==> src/rtl/pipe_stage_reg_pkg.sv <==
// Shared constants for pipeline stage registers: stall indices, NOP payload, FSM and delay-slot encodings.
// No logic or latency of its own.
// No flow control; constants only.
package pipe_stage_reg_pkg;

  localparam int STALL_PC  = 0;
  localparam int STALL_IF  = 1;
  localparam int STALL_ID  = 2;
  localparam int STALL_EX  = 3;
  localparam int STALL_MEM = 4;
  localparam int STALL_WB  = 5;

  localparam logic [7:0] EXE_NOP_OP  = 8'b0000_0000;
  localparam logic [2:0] EXE_RES_NOP = 3'b000;

  // ID/EX layout: aluop(8) alusel(3) reg1(32) reg2(32) wd(5) wreg(1)
  localparam int ID_EX_W = 81;
  localparam logic [ID_EX_W-1:0] ID_EX_NOP_PAYLOAD = {EXE_NOP_OP, EXE_RES_NOP, 70'b0};

  typedef enum logic {
    ST_EMPTY = 1'b0,
    ST_FULL  = 1'b1
  } state_t;

  typedef enum logic [2:0] {
    ACT_FLUSH,
    ACT_BUBBLE,
    ACT_ADVANCE,
    ACT_HOLD,
    ACT_ILLEGAL
  } act_t;

  localparam logic NOT_IN_DELAY_SLOT = 1'b0;
  localparam logic IN_DELAY_SLOT     = 1'b1;

endpackage

==> src/rtl/pipe_stage_reg_sat_counter.sv <==
// Saturating up-counter with synchronous clear; sticks at all-ones.
// Count visible one cycle after inc.
// No backpressure; inc ignored once saturated.
module sat_counter #(
  parameter int W = 16
) (
  input  logic         clk,
  input  logic         clear,
  input  logic         inc,
  output logic [W-1:0] cnt
);

  always_ff @(posedge clk) begin
    if (clear) begin
      cnt <= '0;
    end else if (inc && (cnt != '1)) begin
      cnt <= cnt + W'(1);
    end
  end

endmodule

==> src/rtl/pipe_stage_reg.sv <==
// Pipeline register between stages SRC_IDX/DST_IDX with flush, bubble, delay-slot retention, sticky stall_err.
// Latency 1 cycle; perf counters built only with PIPE_STAGE_PERF_CNT_EN defined.
// Stall: s&~d inserts a bubble, d holds contents; ~s&d is illegal and also holds.
import pipe_stage_reg_pkg::*;

module pipe_stage_reg #(
  parameter int                 DATA_W      = 81,
  parameter int                 ADDR_W      = 32,
  parameter int                 STALL_W     = 6,
  parameter int                 SRC_IDX     = STALL_ID,
  parameter int                 DST_IDX     = STALL_EX,
  parameter logic [DATA_W-1:0]  NOP_PAYLOAD = DATA_W'(ID_EX_NOP_PAYLOAD),
  parameter int                 CNT_W       = 16
) (
  input  logic               clk,
  input  logic               rst,
  input  logic [STALL_W-1:0] stall,
  input  logic               flush,
  input  logic               in_valid,
  input  logic [DATA_W-1:0]  in_payload,
  input  logic               in_is_in_delayslot,
  input  logic [ADDR_W-1:0]  in_link_address,
  input  logic               next_inst_in_delayslot_i,
  output logic               out_valid,
  output logic [DATA_W-1:0]  out_payload,
  output logic               out_is_in_delayslot,
  output logic [ADDR_W-1:0]  out_link_address,
  output logic               is_in_delayslot_o,
  output logic               stall_err,
  output logic [CNT_W-1:0]   bubble_cnt,
  output logic [CNT_W-1:0]   hold_cnt
);

  state_t state, state_nxt;
  act_t   act;
  logic   s, d;

  // Only the two selected stall bits matter; the rest are intentionally dropped.
  logic   stall_unused;
  assign stall_unused = ^stall;

  assign s = stall[SRC_IDX];
  assign d = stall[DST_IDX];

  always_comb begin
    act = ACT_HOLD;
    if (flush) begin
      act = ACT_FLUSH;
    end else begin
      case ({s, d})
        2'b10:   act = ACT_BUBBLE;
        2'b00:   act = ACT_ADVANCE;
        2'b11:   act = ACT_HOLD;
        default: act = ACT_ILLEGAL;
      endcase
    end
  end

  always_ff @(posedge clk) begin
    if (rst) begin
      state <= ST_EMPTY;
    end else begin
      state <= state_nxt;
    end
  end

  always_comb begin
    state_nxt = state;
    case (act)
      ACT_FLUSH, ACT_BUBBLE: state_nxt = ST_EMPTY;
      ACT_ADVANCE:           state_nxt = in_valid ? ST_FULL : ST_EMPTY;
      default:               state_nxt = state;
    endcase
  end

  always_comb begin
    out_valid = (state == ST_FULL);
  end

  always_ff @(posedge clk) begin
    if (rst) begin
      out_payload         <= NOP_PAYLOAD;
      out_is_in_delayslot <= NOT_IN_DELAY_SLOT;
      out_link_address    <= '0;
      is_in_delayslot_o   <= NOT_IN_DELAY_SLOT;
    end else begin
      case (act)
        ACT_FLUSH: begin
          out_payload         <= NOP_PAYLOAD;
          out_is_in_delayslot <= NOT_IN_DELAY_SLOT;
          out_link_address    <= '0;
          is_in_delayslot_o   <= NOT_IN_DELAY_SLOT;
        end
        // is_in_delayslot_o is left alone so a branch's slot survives the bubble.
        ACT_BUBBLE: begin
          out_payload         <= NOP_PAYLOAD;
          out_is_in_delayslot <= NOT_IN_DELAY_SLOT;
          out_link_address    <= '0;
        end
        ACT_ADVANCE: begin
          out_payload         <= in_payload;
          out_is_in_delayslot <= in_is_in_delayslot;
          out_link_address    <= in_link_address;
          is_in_delayslot_o   <= next_inst_in_delayslot_i;
        end
        default: ;
      endcase
    end
  end

  always_ff @(posedge clk) begin
    if (rst) begin
      stall_err <= 1'b0;
    end else if (act == ACT_ILLEGAL) begin
      stall_err <= 1'b1;
    end
  end

`ifdef PIPE_STAGE_PERF_CNT_EN
  logic bubble_inc, hold_inc;
  assign bubble_inc = (act == ACT_BUBBLE);
  assign hold_inc   = (act == ACT_HOLD) || (act == ACT_ILLEGAL);

  sat_counter #(.W(CNT_W)) u_bubble_cnt (
    .clk   (clk),
    .clear (rst),
    .inc   (bubble_inc),
    .cnt   (bubble_cnt)
  );

  sat_counter #(.W(CNT_W)) u_hold_cnt (
    .clk   (clk),
    .clear (rst),
    .inc   (hold_inc),
    .cnt   (hold_cnt)
  );
`else
  assign bubble_cnt = '0;
  assign hold_cnt   = '0;
`endif

endmodule

==> config.mk <==
export PLATFORM = sky130hd
export DESIGN_NAME = pipe_stage_reg
export DESIGN_NICKNAME = d
export VERILOG_FILES = /design/src/rtl/pipe_stage_reg_pkg.sv /design/src/rtl/pipe_stage_reg_sat_counter.sv /design/src/rtl/pipe_stage_reg.sv
export SDC_FILE = /design/constraint.sdc
export NUM_CORES = 1
export LEC_CHECK = 0
export ABC_AREA = 1
export ABC_CLOCK_PERIOD_IN_PS = 2200
export CORE_MARGIN = 1.5
export CORE_UTILIZATION = 30
export CTS_CLUSTER_DIAMETER = 120
export DETAILED_ROUTE_END_ITERATION = 16
export HOLD_SLACK_MARGIN = 0.02
export PLACE_DENSITY = 0.63
export SKIP_CTS_REPAIR_TIMING = 1
export SYNTH_ARGS = -nofsm -noshare
export SYNTH_HDL_FRONTEND = slang
export SYNTH_SLANG_ARGS = --single-unit
==> constraint.sdc <==
create_clock -name clk -period 2.2 [get_ports clk]
set_clock_uncertainty 0.15 [all_clocks]
set_input_delay 0.44 -clock clk [delete_from_list [all_inputs] [get_ports clk]]
set_output_delay 0.44 -clock clk [all_outputs]
set_load 0.005 [all_outputs]
Word level (Yosys, flattened, before mapping)

Cells that the tools add are included.

Register bits: 117
Bits in latches: 0
Bits in writable memories: 0
ROM bits: 0
Bits of input ports: 125
Output and inout port bits: 149
Word-level logic and storage cells: 24
Memories kept: 0

Add/subtract/negate cells: 0
Multiply operators: 0
Div/mod/pow operators: 0
$lt $le $gt $ge: 0
Equal/unequal tests: 5
Shift-type cells: 0
Muxes and demuxes: 8
Bitwise logic cells: 0
Reductions and logical operators: 5

Operator list:

| operator             | number |
|---|---|
| $pmux W81 S2         | 1 |
| $pmux W32 S2         | 1 |
| $pmux W3 S3          | 1 |
| $pmux W1 S2          | 3 |
| $eq A2 B2 Y1 const B | 2 |
| $reduce_bool A2 Y1   | 2 |
| $eq A3 B1 Y1 const B | 1 |
| $eq A3 B2 Y1 const B | 1 |
| $eq A3 B3 Y1 const B | 1 |
| $logic_not A3 Y1     | 1 |
| $mux W3              | 1 |
| $logic_not A2 Y1     | 1 |
| $reduce_or A2 Y1     | 1 |
| $mux W1              | 1 |

Depth between registers and ports, before layout

Depth in word-level cells: 6
Gate-level depth with buffers: 10
Depth with buffers taken out: 8

Worst setup path before layout

Ideal clock, no wire load.

Kind: input to register
Start: in stall[2]
End: reg out_payload[13]
Library setup time: 0.070 ns
Data arrival time: 1.531 ns
Required time: 1.980 ns
Path slack: 0.449 ns
Cell stages on the path: 10
Path buffers: 2
Path through: inv_1 > ha_1 > inv_1 > nor2_4 > nand2_1 > nand2_2 > buf_4 > buf_4 > nand2_1 > a21oi_1

Cells in the longest elaborated chain, start to end: 6
Elaborated cells between the ends (all ways): 11
Those cells by class: eq/ne: 4; mux: 3; reduce/logical: 4

Ends and longest elaborated chain:

| what                                               | RTL line              | source |
|---|---|---|
| from (decl)                                        | pipe_stage_reg.sv:17  | `input logic [STALL_W-1:0] stall,` |
| $eq A2 B2 Y1 or $logic_not A2 Y1 (tied branches)   | pipe_stage_reg.sv:50  | `case ({s, d})` |
| $pmux W3 S3 *                                      | pipe_stage_reg.sv:50  |  |
| $mux W3 *                                          | pipe_stage_reg.sv:47  | `if (flush) begin` |
| $eq A3 B1 Y1 or $logic_not A3 Y1 (tied branches)   | pipe_stage_reg.sv:87  | `case (act)` |
| $reduce_or A2 Y1 (no line)                         | n/a                   |  |
| $pmux W81 S2 or $reduce_bool A2 Y1 (tied branches) | n/a                   |  |
| to (signal assigned)                               | pipe_stage_reg.sv:101 | `out_payload <= in_payload;` |
| to (decl)                                          | pipe_stage_reg.sv:25  | `output logic [DATA_W-1:0] out_payload,` |

Every way passes the cells marked *; elsewhere a longest branch is shown, timed or not.
A chain may end at the register's enable or synchronous reset.

Final worst setup path

Start: in stall[2]
End: reg out_payload[49]

The elaborated chain is that of the path after synthesis.

==> flow_results.xml <==
<?xml version="1.0" encoding="UTF-8"?>
<metrics>
  <group name="routing">
    <metric name="drt-initial-drc-count" unit="">216</metric>
    <metric name="ant_nets" unit="">0</metric>
    <metric name="route.detailed.vias_per_inst" unit="">4.89</metric>
    <metric name="wire_per_inst" unit="µm">15.1</metric>
    <metric name="num_vias" unit="">4975</metric>
    <metric name="post-route-drc-count" unit="">0</metric>
    <metric name="dr.pass1.iters" unit="">4</metric>
    <metric name="route.final.wire_length" unit="µm">15400</metric>
  </group>
  <group name="clock_network">
    <metric name="htreeDepth" unit="">4</metric>
    <metric name="tritoncts_clock_tree" unit="">built</metric>
    <metric name="clock-root-buffer" unit="">sky130_fd_sc_hd__clkbuf_16</metric>
    <metric name="tritoncts_num_sinks" unit="">117</metric>
    <metric name="maximum_buffer_depth_of_the_clock_tree" unit="">2</metric>
    <metric name="cts-buffers-inserted" unit="">17</metric>
    <metric name="clock_latency" unit="ps">410</metric>
    <metric name="clk_pin_slew" unit="ps">50</metric>
  </group>
  <group name="timing">
    <metric name="report.final.slew_viol_count" unit="">0</metric>
    <metric name="clock.fmax" unit="MHz">509</metric>
    <metric name="slew-limit-headroom" unit="">0.651</metric>
    <metric name="hold_viol_final" unit="">0</metric>
    <metric name="fin_hold_ws" unit="ps">304</metric>
    <metric name="tightestPinTransition" unit="ps">523</metric>
    <metric name="final-setup-viol-count" unit="">0</metric>
    <metric name="layout_min_cycle_time" unit="ps">1960</metric>
    <metric name="fin_crit_sh" unit="">0.892</metric>
    <metric name="rsz_0062_raised_after_global_routing" unit="">false</metric>
    <metric name="setup-tns-final" unit="ps">0</metric>
  </group>
  <group name="yosys">
    <metric name="yosys_register_bits" unit="">117</metric>
    <metric name="postSynthAreaPerCell" unit="µm²">8.16</metric>
    <metric name="synth.yosys.seq_area_share" unit="">0.496</metric>
    <metric name="total_of_warnings_raised_by_yosys" unit="">0</metric>
    <metric name="synth_cell_types" unit="">15</metric>
    <metric name="syn-cell-area" unit="µm²">4720</metric>
    <metric name="syn_inst" unit="">579</metric>
  </group>
  <group name="floorplan">
    <metric name="rows" unit="">45</metric>
    <metric name="floorplan.initialDensity" unit="">0.308</metric>
    <metric name="die_area" unit="µm²">16500</metric>
    <metric name="ioPinCount" unit="">274</metric>
    <metric name="coreArea" unit="µm²">15300</metric>
    <metric name="die_height" unit="µm">128</metric>
    <metric name="floorplan.die.width" unit="µm">128</metric>
  </group>
  <group name="placed_design">
    <metric name="hpwlAfterDp" unit="µm">10200</metric>
    <metric name="dpl-instance-area" unit="µm²">7240</metric>
    <metric name="routabilityCongestion" unit="">0.761</metric>
    <metric name="cell_count_after_placement" unit="">985</metric>
    <metric name="place.port_buffers" unit="">237</metric>
  </group>
  <group name="worst_setup_path">
    <metric name="maximum_net_fanout_on_the_critical_path" unit="">50</metric>
    <metric name="critPathSlowestCell" unit="">sky130_fd_sc_hd__clkdlybuf4s50_1</metric>
    <metric name="critical_path_buf_inv_count" unit="">4</metric>
    <metric name="timing.rr.end" unit="">out_payload[49]$_SDFFE_PP0P_</metric>
    <metric name="kind_of_cell_with_the_highest_combined_delay_on_the_critical_path" unit="">buffers and inverters</metric>
    <metric name="end_kind" unit="">register</metric>
    <metric name="setup.worst_path.start_class" unit="">primary input</metric>
    <metric name="setup.worst_path.class" unit="">primary input to register</metric>
    <metric name="crit-reg2reg-launch" unit="">out_payload[49]$_SDFFE_PP0P_</metric>
    <metric name="timing.reg2reg.setup_slack" unit="ps">1430</metric>
    <metric name="critical_path.cell_chain" unit="">clkdlybuf4s50_1 &gt; inv_1 &gt; ha_1 &gt; inv_1 &gt; nor2_4 &gt; nand2_1 &gt; nand2_4 &gt; buf_12 &gt; nand2_1 &gt; a21oi_1</metric>
    <metric name="critPathMaxStageDelay" unit="ps">480</metric>
    <metric name="worst-path-stages" unit="">10</metric>
    <metric name="depth_of_the_worst_register_to_register_path" unit="">2</metric>
    <metric name="crit_arrival" unit="ps">2140</metric>
    <metric name="worstPathRequired" unit="ps">2380</metric>
  </group>
  <group name="power">
    <metric name="power-per-cell-area" unit="nW/µm²">740</metric>
    <metric name="ir_drop" unit="µV">496</metric>
    <metric name="leakage" unit="nW">2.68</metric>
    <metric name="sequentialPowerShare" unit="">0.377</metric>
    <metric name="share_comb_of_total_power" unit="">0.126</metric>
    <metric name="pwr-share-clk" unit="">0.496</metric>
    <metric name="netSwitchingPower" unit="W">0.00135</metric>
    <metric name="power_report.internal_total" unit="W">0.00447</metric>
    <metric name="p_sw_frac" unit="">0.233</metric>
  </group>
  <group name="cells_and_area">
    <metric name="stdcell_area" unit="µm²">7870</metric>
    <metric name="drive_above_1_share" unit="">0.0707</metric>
    <metric name="signed_area_change_from_the_synthesized_netlist_to_the_final_layout" unit="%">66.5</metric>
    <metric name="fill_cells" unit="">1433</metric>
    <metric name="nets" unit="">921</metric>
    <metric name="final-instance-count-excl-fill" unit="">1017</metric>
    <metric name="antenna_cells" unit="">0</metric>
  </group>
  <group name="worst_hold_path">
    <metric name="hold-path-endpoint" unit="">stall_err$_SDFFE_PP0N_</metric>
    <metric name="min_delay_path_depth" unit="">2</metric>
    <metric name="min_path_type" unit="">register to register</metric>
    <metric name="worst_hold_startpoint" unit="">stall_err$_SDFFE_PP0N_</metric>
  </group>
  <group name="global_route">
    <metric name="grt.overflow.total" unit="">0</metric>
    <metric name="grt_usage" unit="">0.184</metric>
    <metric name="first_global_vias" unit="">4811</metric>
    <metric name="grt_antenna_before_repair" unit="">0</metric>
    <metric name="grt_pass1_wl" unit="µm">24000</metric>
    <metric name="largest_net_degree_at_the_start_of_global_routing" unit="">118</metric>
  </group>
  <group name="flow_run">
    <metric name="max_cap_viol" unit="">0</metric>
  </group>
  <group name="status">
    <metric name="run_status" unit="">finished, final reports clean</metric>
  </group>
</metrics>
[layout by cell type (no fill, tap or decap)]
master / count
sky130_fd_sc_hd__dfxtp_1: 117
sky130_fd_sc_hd__buf_4: 11
sky130_fd_sc_hd__nand4_1: 117
sky130_fd_sc_hd__clkinv_2: 6
sky130_fd_sc_hd__a21oi_1: 117
sky130_fd_sc_hd__inv_1: 7
sky130_fd_sc_hd__clkinvlp_4: 4
sky130_fd_sc_hd__nand2_1: 119
sky130_fd_sc_hd__clkbuf_8: 1
sky130_fd_sc_hd__nor2_4: 2
sky130_fd_sc_hd__clkbuf_16: 17
sky130_fd_sc_hd__ha_1: 3
sky130_fd_sc_hd__conb_1: 32
sky130_fd_sc_hd__bufinv_16: 4
sky130_fd_sc_hd__buf_12: 10
sky130_fd_sc_hd__clkdlybuf4s50_1: 236
sky130_fd_sc_hd__nand2_4: 1
sky130_fd_sc_hd__clkinv_4: 1
sky130_fd_sc_hd__nand3_1: 1
[cell families (layout without fill, tap and decap cells)]
kind of cell	count (synthesis)	count (layout)	share of synthesized area
and+or+nand+nor	240	240	0.257
other	1	32	0.000794
DFF	117	117	0.496
AOI/OAI and AO/OA	117	117	0.124
buffers and inverters	101	297	0.115
adders and majority gates	3	3	0.00795
[cell type report]
| class | count | area [µm²] | share of cell area |
|---|---|---|---|
| inverters | 8 | 31.3 | 0.00398 |
| clock buffers | 18 | 439 | 0.0558 |
| well taps | 211 | 264 | 0.0336 |
| multi-input cells | 392 | 1960 | 0.249 |
| clock inverters | 14 | 184 | 0.0234 |
| repair buffers | 257 | 2650 | 0.336 |
| flip-flops and latches | 117 | 2340 | 0.298 |
[synth_stat cells]
master / instances / share of area
sky130_fd_sc_hd__nand2_2: 1 / 0.0013
sky130_fd_sc_hd__buf_1: 2 / 0.0016
sky130_fd_sc_hd__inv_1: 7 / 0.0056
sky130_fd_sc_hd__nor2_4: 2 / 0.0048
sky130_fd_sc_hd__nand3_1: 1 / 0.0011
sky130_fd_sc_hd__clkbuf_1: 37 / 0.029
sky130_fd_sc_hd__buf_2: 16 / 0.017
sky130_fd_sc_hd__conb_1: 1 / 0.00079
sky130_fd_sc_hd__nand2_1: 119 / 0.095
sky130_fd_sc_hd__inv_2: 1 / 0.00079
sky130_fd_sc_hd__nand4_1: 117 / 0.15
sky130_fd_sc_hd__dfxtp_1: 117 / 0.50
sky130_fd_sc_hd__ha_1: 3 / 0.0079
sky130_fd_sc_hd__a21oi_1: 117 / 0.12
sky130_fd_sc_hd__buf_4: 38 / 0.060
[power by group through the flow]
stage | Sequential, W | Clock, W | Combinational, W
2_1_floorplan | 0.00225 | 0 | 0.000329
3_3_place_gp | 0.00224 | 0 | 0.000724
3_5_place_dp | 0.00224 | 0 | 0.000731
4_1_cts | 0.00220 | 0.00296 | 0.000736
5_1_grt | 0.00220 | 0.00306 | 0.000798
6_report | 0.00220 | 0.00289 | 0.000734
[metrics by stage]
step	total power [W]	util	setup slack [ps]
after global routing	0.00606	0.514	99.9
after CTS	0.00590	0.514	241
after detailed placement	0.00297	0.473	-169
after global placement	0.00296	0.473	-121
final	0.00582	0.514	237
after floorplan	0.00257	-	449
[registers in the layout (all words and copies together), names as in the netlist]
| signal | cells |
|---|---|
| stall_err | 1 |
| out_is_in_delayslot | 1 |
| is_in_delayslot_o | 1 |
| out_link_address | 32 |
| out_payload | 81 |
| out_valid | 1 |
[worst reg2reg max path: stages, from the launching register on]
cell                      delay (ps)
sky130_fd_sc_hd__dfxtp_1         340
sky130_fd_sc_hd__nand2_1          60
sky130_fd_sc_hd__a21oi_1         150
[worst max-delay path by stage]
stage	from	slack (ps)	endpoint
after floorplan	stall[2]	450	out_payload[13]$_SDFFE_PP0P_
after global placement	stall[3]	-120	out_payload[50]$_SDFFE_PP0P_
after detailed placement	stall[2]	-170	out_payload[69]$_SDFFE_PP0P_
after CTS	stall[2]	240	out_payload[49]$_SDFFE_PP0P_
after global routing	stall[2]	100	out_payload[50]$_SDFFE_PP0P_
final	stall[2]	240	out_payload[49]$_SDFFE_PP0P_
[routing by layer]
layer | global-route usage | vias to the layer above | wire length, µm
li1 | - | 2408 | -
met1 | 0.212 | 2301 | 6300
met3 | 0.0765 | 29 | 1580
met2 | 0.302 | 237 | 7160
met4 | 0.0800 | 0 | 355
met5 | 0 | - | 0
No activity file was read; power rests on OpenSTA's default activity.
